**src/rtl/freecell_move_sequencer_pkg.sv**
```systemverilog
// Shared move codes, sequencer state and ASCII move decode for the freecell move sequencer.
// Optional build macro: FREECELL_ASCII_EN (16-bit ASCII move input instead of 8-bit raw codes).
package freecell_pkg;

  localparam logic [3:0] COL1   = 4'd0;
  localparam logic [3:0] COL2   = 4'd1;
  localparam logic [3:0] COL3   = 4'd2;
  localparam logic [3:0] COL4   = 4'd3;
  localparam logic [3:0] COL5   = 4'd4;
  localparam logic [3:0] COL6   = 4'd5;
  localparam logic [3:0] COL7   = 4'd6;
  localparam logic [3:0] COL8   = 4'd7;
  localparam logic [3:0] FREE_A = 4'd8;
  localparam logic [3:0] FREE_B = 4'd9;
  localparam logic [3:0] FREE_C = 4'd10;
  localparam logic [3:0] FREE_D = 4'd11;
  localparam logic [3:0] HOME   = 4'd12;

`ifdef FREECELL_ASCII_EN
  localparam int unsigned MOVE_W = 16;
`else
  localparam int unsigned MOVE_W = 8;
`endif

  typedef enum logic [1:0] {IDLE, RUN, PAUSE, WON} state_e;

  typedef struct packed {
    logic [3:0] src;
    logic [3:0] dst;
  } move_t;

  localparam move_t NOP_MOVE = '{src: HOME, dst: HOME};

  // Map one ASCII character to {ok, code}; unknown characters return ok=0.
  function automatic logic [4:0] decode_char(input logic [7:0] c);
    if (c >= 8'h31 && c <= 8'h38) return {1'b1, 4'(c - 8'h31)};
    if (c >= 8'h61 && c <= 8'h64) return {1'b1, FREE_A + 4'(c - 8'h61)};
    if (c == 8'h68)               return {1'b1, HOME};
    return {1'b0, HOME};
  endfunction

  // Decode an ASCII {src_char, dst_char} pair; any bad character yields the no-op move.
  function automatic move_t decode_move(input logic [15:0] m);
    logic [4:0] s;
    logic [4:0] d;
    s = decode_char(m[15:8]);
    d = decode_char(m[7:0]);
    if (s[4] && d[4]) return '{src: s[3:0], dst: d[3:0]};
    return NOP_MOVE;
  endfunction

endpackage

```
**src/rtl/freecell_move_sequencer_if.sv**
```systemverilog
// Move source / player-side bus of the freecell move sequencer.
interface freecell_move_sequencer_if #(
  parameter int unsigned CNT_W = 16
) ();
  import freecell_pkg::*;

  logic              start;
  logic              pause;
  logic              in_valid;
  logic [MOVE_W-1:0] in_move;
  logic              in_ready;
  logic              win;
  logic [3:0]        source;
  logic [3:0]        dest;
  logic              move_valid;
  logic [CNT_W-1:0]  move_count;
  logic              busy;
  logic              won;

  modport master (
    output start, pause, in_valid, in_move, win,
    input  in_ready, source, dest, move_valid, move_count, busy, won
  );

  modport slave (
    input  start, pause, in_valid, in_move, win,
    output in_ready, source, dest, move_valid, move_count, busy, won
  );
endinterface

```
**src/rtl/freecell_move_fifo.sv**
```systemverilog
// Single-clock move FIFO with full/empty flags and a synchronous flush.
module freecell_move_fifo #(
  parameter int unsigned DEPTH = 16,
  parameter int unsigned WIDTH = 8
) (
  input  logic             clk_i,
  input  logic             rst_i,
  input  logic             flush_i,
  input  logic             push_i,
  input  logic             pop_i,
  input  logic [WIDTH-1:0] wdata_i,
  output logic [WIDTH-1:0] rdata_o,
  output logic             full_o,
  output logic             empty_o
);
  localparam int unsigned AW = $clog2(DEPTH);
  localparam int unsigned PW = AW + 1;

  logic [WIDTH-1:0] mem_q [DEPTH];
  logic [PW-1:0]    wr_ptr_q, wr_ptr_d;
  logic [PW-1:0]    rd_ptr_q, rd_ptr_d;
  logic             do_push, do_pop;

  assign do_push = push_i && !full_o;
  assign do_pop  = pop_i && !empty_o;
  assign empty_o = (wr_ptr_q == rd_ptr_q);
  assign full_o  = (wr_ptr_q[AW] != rd_ptr_q[AW]) && (wr_ptr_q[AW-1:0] == rd_ptr_q[AW-1:0]);
  assign rdata_o = mem_q[rd_ptr_q[AW-1:0]];

  // Pointer advance; flush empties the FIFO ahead of any push or pop.
  always_comb begin
    wr_ptr_d = wr_ptr_q;
    rd_ptr_d = rd_ptr_q;
    if (flush_i) begin
      wr_ptr_d = '0;
      rd_ptr_d = '0;
    end else begin
      if (do_push) wr_ptr_d = wr_ptr_q + PW'(1);
      if (do_pop)  rd_ptr_d = rd_ptr_q + PW'(1);
    end
  end

  // Pointer registers.
  always_ff @(posedge clk_i) begin
    if (rst_i) begin
      wr_ptr_q <= '0;
      rd_ptr_q <= '0;
    end else begin
      wr_ptr_q <= wr_ptr_d;
      rd_ptr_q <= rd_ptr_d;
    end
  end

  // Storage write; contents need no reset since the pointers gate every read.
  always_ff @(posedge clk_i) begin
    if (do_push) mem_q[wr_ptr_q[AW-1:0]] <= wdata_i;
  end
endmodule

```
**src/rtl/freecell_move_sequencer.sv**
```systemverilog
// Buffers moves and issues at most one {source,dest} per clock to the freecell player.
// Optional build macro: FREECELL_ASCII_EN decodes ASCII move pairs at push time.
module freecell_move_sequencer
  import freecell_pkg::*;
#(
  parameter int unsigned DEPTH = 16,
  parameter int unsigned CNT_W = 16
) (
  input logic                      clock,
  input logic                      reset,
  freecell_move_sequencer_if.slave bus
);
  localparam logic [CNT_W-1:0] CNT_MAX = '1;

  state_e           state_q, state_d;
  logic             fifo_full, fifo_empty;
  logic             push_c, pop_c, head_real_c;
  move_t            fifo_head, push_move;
  logic [3:0]       source_q, source_d;
  logic [3:0]       dest_q, dest_d;
  logic             move_valid_q, move_valid_d;
  logic [CNT_W-1:0] move_count_q, move_count_d;
  logic             busy_q, busy_d;
  logic             won_q, won_d;

`ifdef FREECELL_ASCII_EN
  assign push_move   = decode_move(bus.in_move);
  assign head_real_c = (fifo_head != NOP_MOVE);
`else
  assign push_move   = move_t'(bus.in_move);
  assign head_real_c = 1'b1;
`endif

  assign bus.in_ready = !fifo_full && (state_q != WON);
  assign push_c       = bus.in_valid && bus.in_ready;

  freecell_move_fifo #(.DEPTH(DEPTH), .WIDTH(8)) u_fifo (
    .clk_i   (clock),
    .rst_i   (reset),
    .flush_i (bus.win),
    .push_i  (push_c),
    .pop_i   (pop_c),
    .wdata_i (push_move),
    .rdata_o (fifo_head),
    .full_o  (fifo_full),
    .empty_o (fifo_empty)
  );

  // State register.
  always_ff @(posedge clock) begin
    if (reset) state_q <= IDLE;
    else       state_q <= state_d;
  end

  // Next state; win overrides everything and only reset leaves WON.
  always_comb begin
    state_d = state_q;
    if (bus.win) begin
      state_d = WON;
    end else begin
      case (state_q)
        IDLE:    if (bus.start) state_d = RUN;
        RUN:     if (bus.pause) state_d = PAUSE;
        PAUSE:   if (bus.start && !bus.pause) state_d = RUN;
        default: state_d = state_q;
      endcase
    end
  end

  // Pop decision and next output values; a win cancels a pop in the same cycle.
  always_comb begin
    pop_c        = 1'b0;
    source_d     = HOME;
    dest_d       = HOME;
    move_valid_d = 1'b0;
    move_count_d = move_count_q;
    busy_d       = (state_d == RUN) || (state_d == PAUSE);
    won_d        = won_q || bus.win;
    if (!bus.win && (state_q == RUN) && !bus.pause && !fifo_empty) begin
      pop_c    = 1'b1;
      source_d = fifo_head.src;
      dest_d   = fifo_head.dst;
      if (head_real_c) begin
        move_valid_d = 1'b1;
        if (move_count_q != CNT_MAX) move_count_d = move_count_q + CNT_W'(1);
      end
    end
  end

  // Registered player-facing outputs.
  always_ff @(posedge clock) begin
    if (reset) begin
      source_q     <= HOME;
      dest_q       <= HOME;
      move_valid_q <= 1'b0;
      move_count_q <= '0;
      busy_q       <= 1'b0;
      won_q        <= 1'b0;
    end else begin
      source_q     <= source_d;
      dest_q       <= dest_d;
      move_valid_q <= move_valid_d;
      move_count_q <= move_count_d;
      busy_q       <= busy_d;
      won_q        <= won_d;
    end
  end

  assign bus.source     = source_q;
  assign bus.dest       = dest_q;
  assign bus.move_valid = move_valid_q;
  assign bus.move_count = move_count_q;
  assign bus.busy       = busy_q;
  assign bus.won        = won_q;
endmodule

```
**src/flat_wrapper.sv**
```systemverilog
// flat-port wrapper written by rule: the top's interface ports become plain ports
module freecell_move_sequencer_flat import freecell_pkg::*;
#(
  parameter int unsigned DEPTH = 16,
  parameter int unsigned CNT_W = 16
)
  (clock, reset, bus_start, bus_pause, bus_in_valid, bus_in_move, bus_win, bus_in_ready, bus_source, bus_dest, bus_move_valid, bus_move_count, bus_busy, bus_won);
  freecell_move_sequencer_if #(.CNT_W(CNT_W)) bus_i ();
  input logic clock;
  input logic reset;
  input wire logic [$bits(bus_i.start)-1:0] bus_start;
  input wire logic [$bits(bus_i.pause)-1:0] bus_pause;
  input wire logic [$bits(bus_i.in_valid)-1:0] bus_in_valid;
  input wire logic [$bits(bus_i.in_move)-1:0] bus_in_move;
  input wire logic [$bits(bus_i.win)-1:0] bus_win;
  output wire logic [$bits(bus_i.in_ready)-1:0] bus_in_ready;
  output wire logic [$bits(bus_i.source)-1:0] bus_source;
  output wire logic [$bits(bus_i.dest)-1:0] bus_dest;
  output wire logic [$bits(bus_i.move_valid)-1:0] bus_move_valid;
  output wire logic [$bits(bus_i.move_count)-1:0] bus_move_count;
  output wire logic [$bits(bus_i.busy)-1:0] bus_busy;
  output wire logic [$bits(bus_i.won)-1:0] bus_won;
  assign bus_i.start = bus_start;
  assign bus_i.pause = bus_pause;
  assign bus_i.in_valid = bus_in_valid;
  assign bus_i.in_move = bus_in_move;
  assign bus_i.win = bus_win;
  assign bus_in_ready = bus_i.in_ready;
  assign bus_source = bus_i.source;
  assign bus_dest = bus_i.dest;
  assign bus_move_valid = bus_i.move_valid;
  assign bus_move_count = bus_i.move_count;
  assign bus_busy = bus_i.busy;
  assign bus_won = bus_i.won;
  freecell_move_sequencer #(.DEPTH(DEPTH), .CNT_W(CNT_W)) u_core (.clock(clock), .reset(reset), .bus(bus_i));
endmodule
```
**config.mk**
```make
export PLATFORM = sky130hd
export DESIGN_NAME = freecell_move_sequencer_flat
export DESIGN_NICKNAME = d
export VERILOG_FILES = /design/src/rtl/freecell_move_sequencer_pkg.sv /design/src/rtl/freecell_move_sequencer_if.sv /design/src/rtl/freecell_move_fifo.sv /design/src/rtl/freecell_move_sequencer.sv /design/src/flat_wrapper.sv
export SDC_FILE = /design/constraint.sdc
export NUM_CORES = 1
export LEC_CHECK = 0
export BUFFER_PORTS_ARGS = -buffer_cell sky130_fd_sc_hd__buf_2
export CAP_MARGIN = 20
export CORE_ASPECT_RATIO = 1.25
export CORE_MARGIN = 2
export CORE_UTILIZATION = 45
export DETAILED_ROUTE_END_ITERATION = 8
export SLEW_MARGIN = 20
export SYNTH_ARGS = -nofsm -noshare
export SYNTH_HDL_FRONTEND = slang
export SYNTH_SLANG_ARGS = --single-unit
```
**constraint.sdc**
```tcl
create_clock -name clock -period 2.7 [get_ports clock]
set_clock_uncertainty 0.1 [all_clocks]
set_input_delay 0.405 -clock clock [delete_from_list [all_inputs] [get_ports clock]]
set_output_delay 0.405 -clock clock [all_outputs]
set_load 0.005 [all_outputs]
```
==> results.tsv <==
metric	value	unit
synth-simple-area-share	9.02	%
pin_count	42	
ant_nets	0	
reg2reg_from	u_core.state_q[0]	
synth_area	6820	µm²
max_freq	439	MHz
crit_chain	a21boi_0 > o21a_1 > and3_1	
grt_start_max_net_pins	36	
die_area	16200	µm²
grtUsageMet1	22.4	%
ys_async_sr_fraction	0	%
startpoint	u_core.state_q[0]	
worstSetupEndpointType	register	
synth_compound_area_share	4.55	%
drc_errors	0	
area.growth.synth_to_final	14.7	%
rsz0062_at_grt	no	
worst_ep_arrival_time	2.25	ns
period_minus_slack	2.28	ns
dp_hpwl	9.46	mm
cp.depth	3	
layout-drive-gt1-share	29.1	%
run_status	completed	
finalSetupViolations	0	
crit_end	u_core.u_fifo.mem_q[12][3]	
layout_commonest_cell	edfxtp_1	
synth_top_family_by_area	multiplexers	
overflow	0	
postCtsHoldBufs	0	
ys.flop_type	edfxtp_1	
wl_per_cell	21.2	µm
clock_path_buffers	2	
met2_usage	31.7	%
syn-instance-count	405	
cpMaxStageDelayCell	o21a_1	
syn-num-nets	425	
path_buf_inv	0	
grt_pass1_wl	21.7	mm
final_cell_count_no_fill	650	
leakagePower	2.65	nW
grt-busiest-layer	met2	
post-cts-setup-buffers	0	
required	2.67	ns
muxShareOfSynthArea	14.2	%
maxCapViolCount	0	
cts_tree	built	
final_cell_mix	edfxtp_1 (128), buf_2 (41), mux4_2 (40)	
synth_edf_count	128	
ys_types	53	
ys_ff_latch	167	
grt_pass1_vias	3734	
critical_path_class	register to register	
port_buffers	41	
path_max_fanout	15	
cts_resized	0	
wl	13.8	mm
hp-class	input port to register	
placed_cells	618	
period_share	84.3	%
cts_made_buffers	17	
critical_path.max_stage_delay	0.53	ns
rows	50	
fin_tns_setup	0	ns
core-area	14900	µm²
peakVddDrop	427	µV
timing.rr.end	u_core.u_fifo.mem_q[12][3]	
grt_usage	18.4	%
post-route-util	52.6	%
final_nets	475	
rrSetupSlack	0.42	ns
ys.warnings.count	0	
fp.dieH	142	µm
slew-limit-headroom	48.1	%
met3_usage	4.02	%
fillCellCount	1227	
synthXorXnorAreaFrac	1.16	%
path_delay_family	compound AO/OA/AOI/OAI gates	
initial_core_util	45.8	%
synth-adder-area-share	1.10	%
worstHoldStart	bus_start	
hold_viol	0	
syn_area_per_cell	16.8	µm²
synth_top_area_share	56.3	%
drt_iter0_markers	203	
antenna_found_initial	0	
startpoint_type	register	
clk_root_buffer_cell	clkbuf_16	
synth.largest_area_cell	edfxtp_1	
die_x	114	µm
reg2reg_depth	3	
insertedDiodeCount	0	
ctsHtreeMaxLevel	4	
power.density	684	nW/µm²
via_per_inst	5.76	
yosysSeqAreaShare	67.8	%
clock-sinks	167	
vias	3745	
clk_latency	0.42	ns
gp_congestion	0.923	
clkTransAtPathRegs	0.07	ns
maxSlewViolCount	0	
drtPass1Iterations	6	
ys_top_cells_by_area	edfxtp_1 (56%), mux4_2 (13%), dfxtp_1 (11%)	
worst_pin_slew	0.776	ns
## routing by layer
layer  wire, µm  vias up
met5          0        -
met4        239        0
met3        591       20
met2       7360      108
met1       5600     1903
li1           -     1714
## flip-flops by register name (all words and copies together) (netlist names)
signal / count
u_core.u_fifo.mem_q: 128
u_core.u_fifo.wr_ptr_q: 5
u_core.state_q: 2
u_core.bus.won: 1
u_core.bus.busy: 1
u_core.bus.source: 4
u_core.bus.move_count: 16
u_core.bus.dest: 4
u_core.bus.move_valid: 1
u_core.u_fifo.rd_ptr_q: 5
## metrics by stage
step           instance area [µm²]  power (mW)  hold slack, ns  setup slack, ns
6_report                      7830        5.36           0.223            0.423
4_1_cts                       7830        5.39           0.212            0.446
2_1_floorplan                 6820        2.91           0.356            0.592
3_3_place_gp                  7230        2.97           0.349            0.336
5_1_grt                       7830        5.52           0.261            0.272
3_5_place_dp                  7230        2.98           0.349            0.357
## worst min path at each step
stage,end,cells after the start
6_report,u_core.bus.busy,3
5_1_grt,u_core.u_fifo.mem_q[10][3],1
4_1_cts,u_core.bus.won,3
3_5_place_dp,u_core.bus.won,2
3_3_place_gp,u_core.bus.won,2
2_1_floorplan,u_core.bus.won,2
## layout make-up
cell class                      count  area (µm²)  area share [%]
Clock buffer                       18         429            5.48
Clock inverter                     14         164            2.09
Inverter                            5        18.8           0.240
Multi-Input combinational cell    212        2050            26.2
Sequential cell                   167        4630            59.1
Tap cell                          182         228            2.91
Timing Repair Buffer               52         313            4.00
## tightest hold or removal path, delay by kind of cell
kind	cells	cell delay (ns)
AO/OA/AOI/OAI	1	0.15
AND/OR/NAND/NOR	1	0.04
buffers and inverters	1	0.10
## synth_stat cells (4+ instances only)
library cell,n
buf_6,4
nand4_1,4
ha_1,6
buf_2,6
nor3_1,4
o21ai_0,10
a21oi_1,16
nand3_1,10
clkbuf_1,8
or2_1,4
o211ai_1,4
nand2_1,13
nor2_1,18
and3_1,15
mux4_2,40
edfxtp_1,128
mux2i_1,4
xnor2_1,7
or3_1,11
dfxtp_1,39
nor2b_1,9
inv_1,5
## report_power, final
part,total (mW),switching (mW),leakage [nW],internal (mW)
clock,2.43,1.04,0.293,1.39
sequential,2.79,0.0113,1.47,2.78
combinational,0.129,0.0824,0.885,0.0464
total,5.36,1.14,2.65,4.22
## cell families (layout without fill, tap and decap cells)
| kind of cell | Yosys count | after routing |
|---|---|---|
| multiplexers | 46 | 46 |
| flip-flops | 167 | 167 |
| AND/OR/NAND/NOR | 104 | 104 |
| XOR/XNOR | 9 | 9 |
| buffers and inverters | 26 | 89 |
| adder cells (fa/ha/maj) | 6 | 6 |
| AO/OA/AOI/OAI | 47 | 47 |
Power figures use the tool's default switching activity.
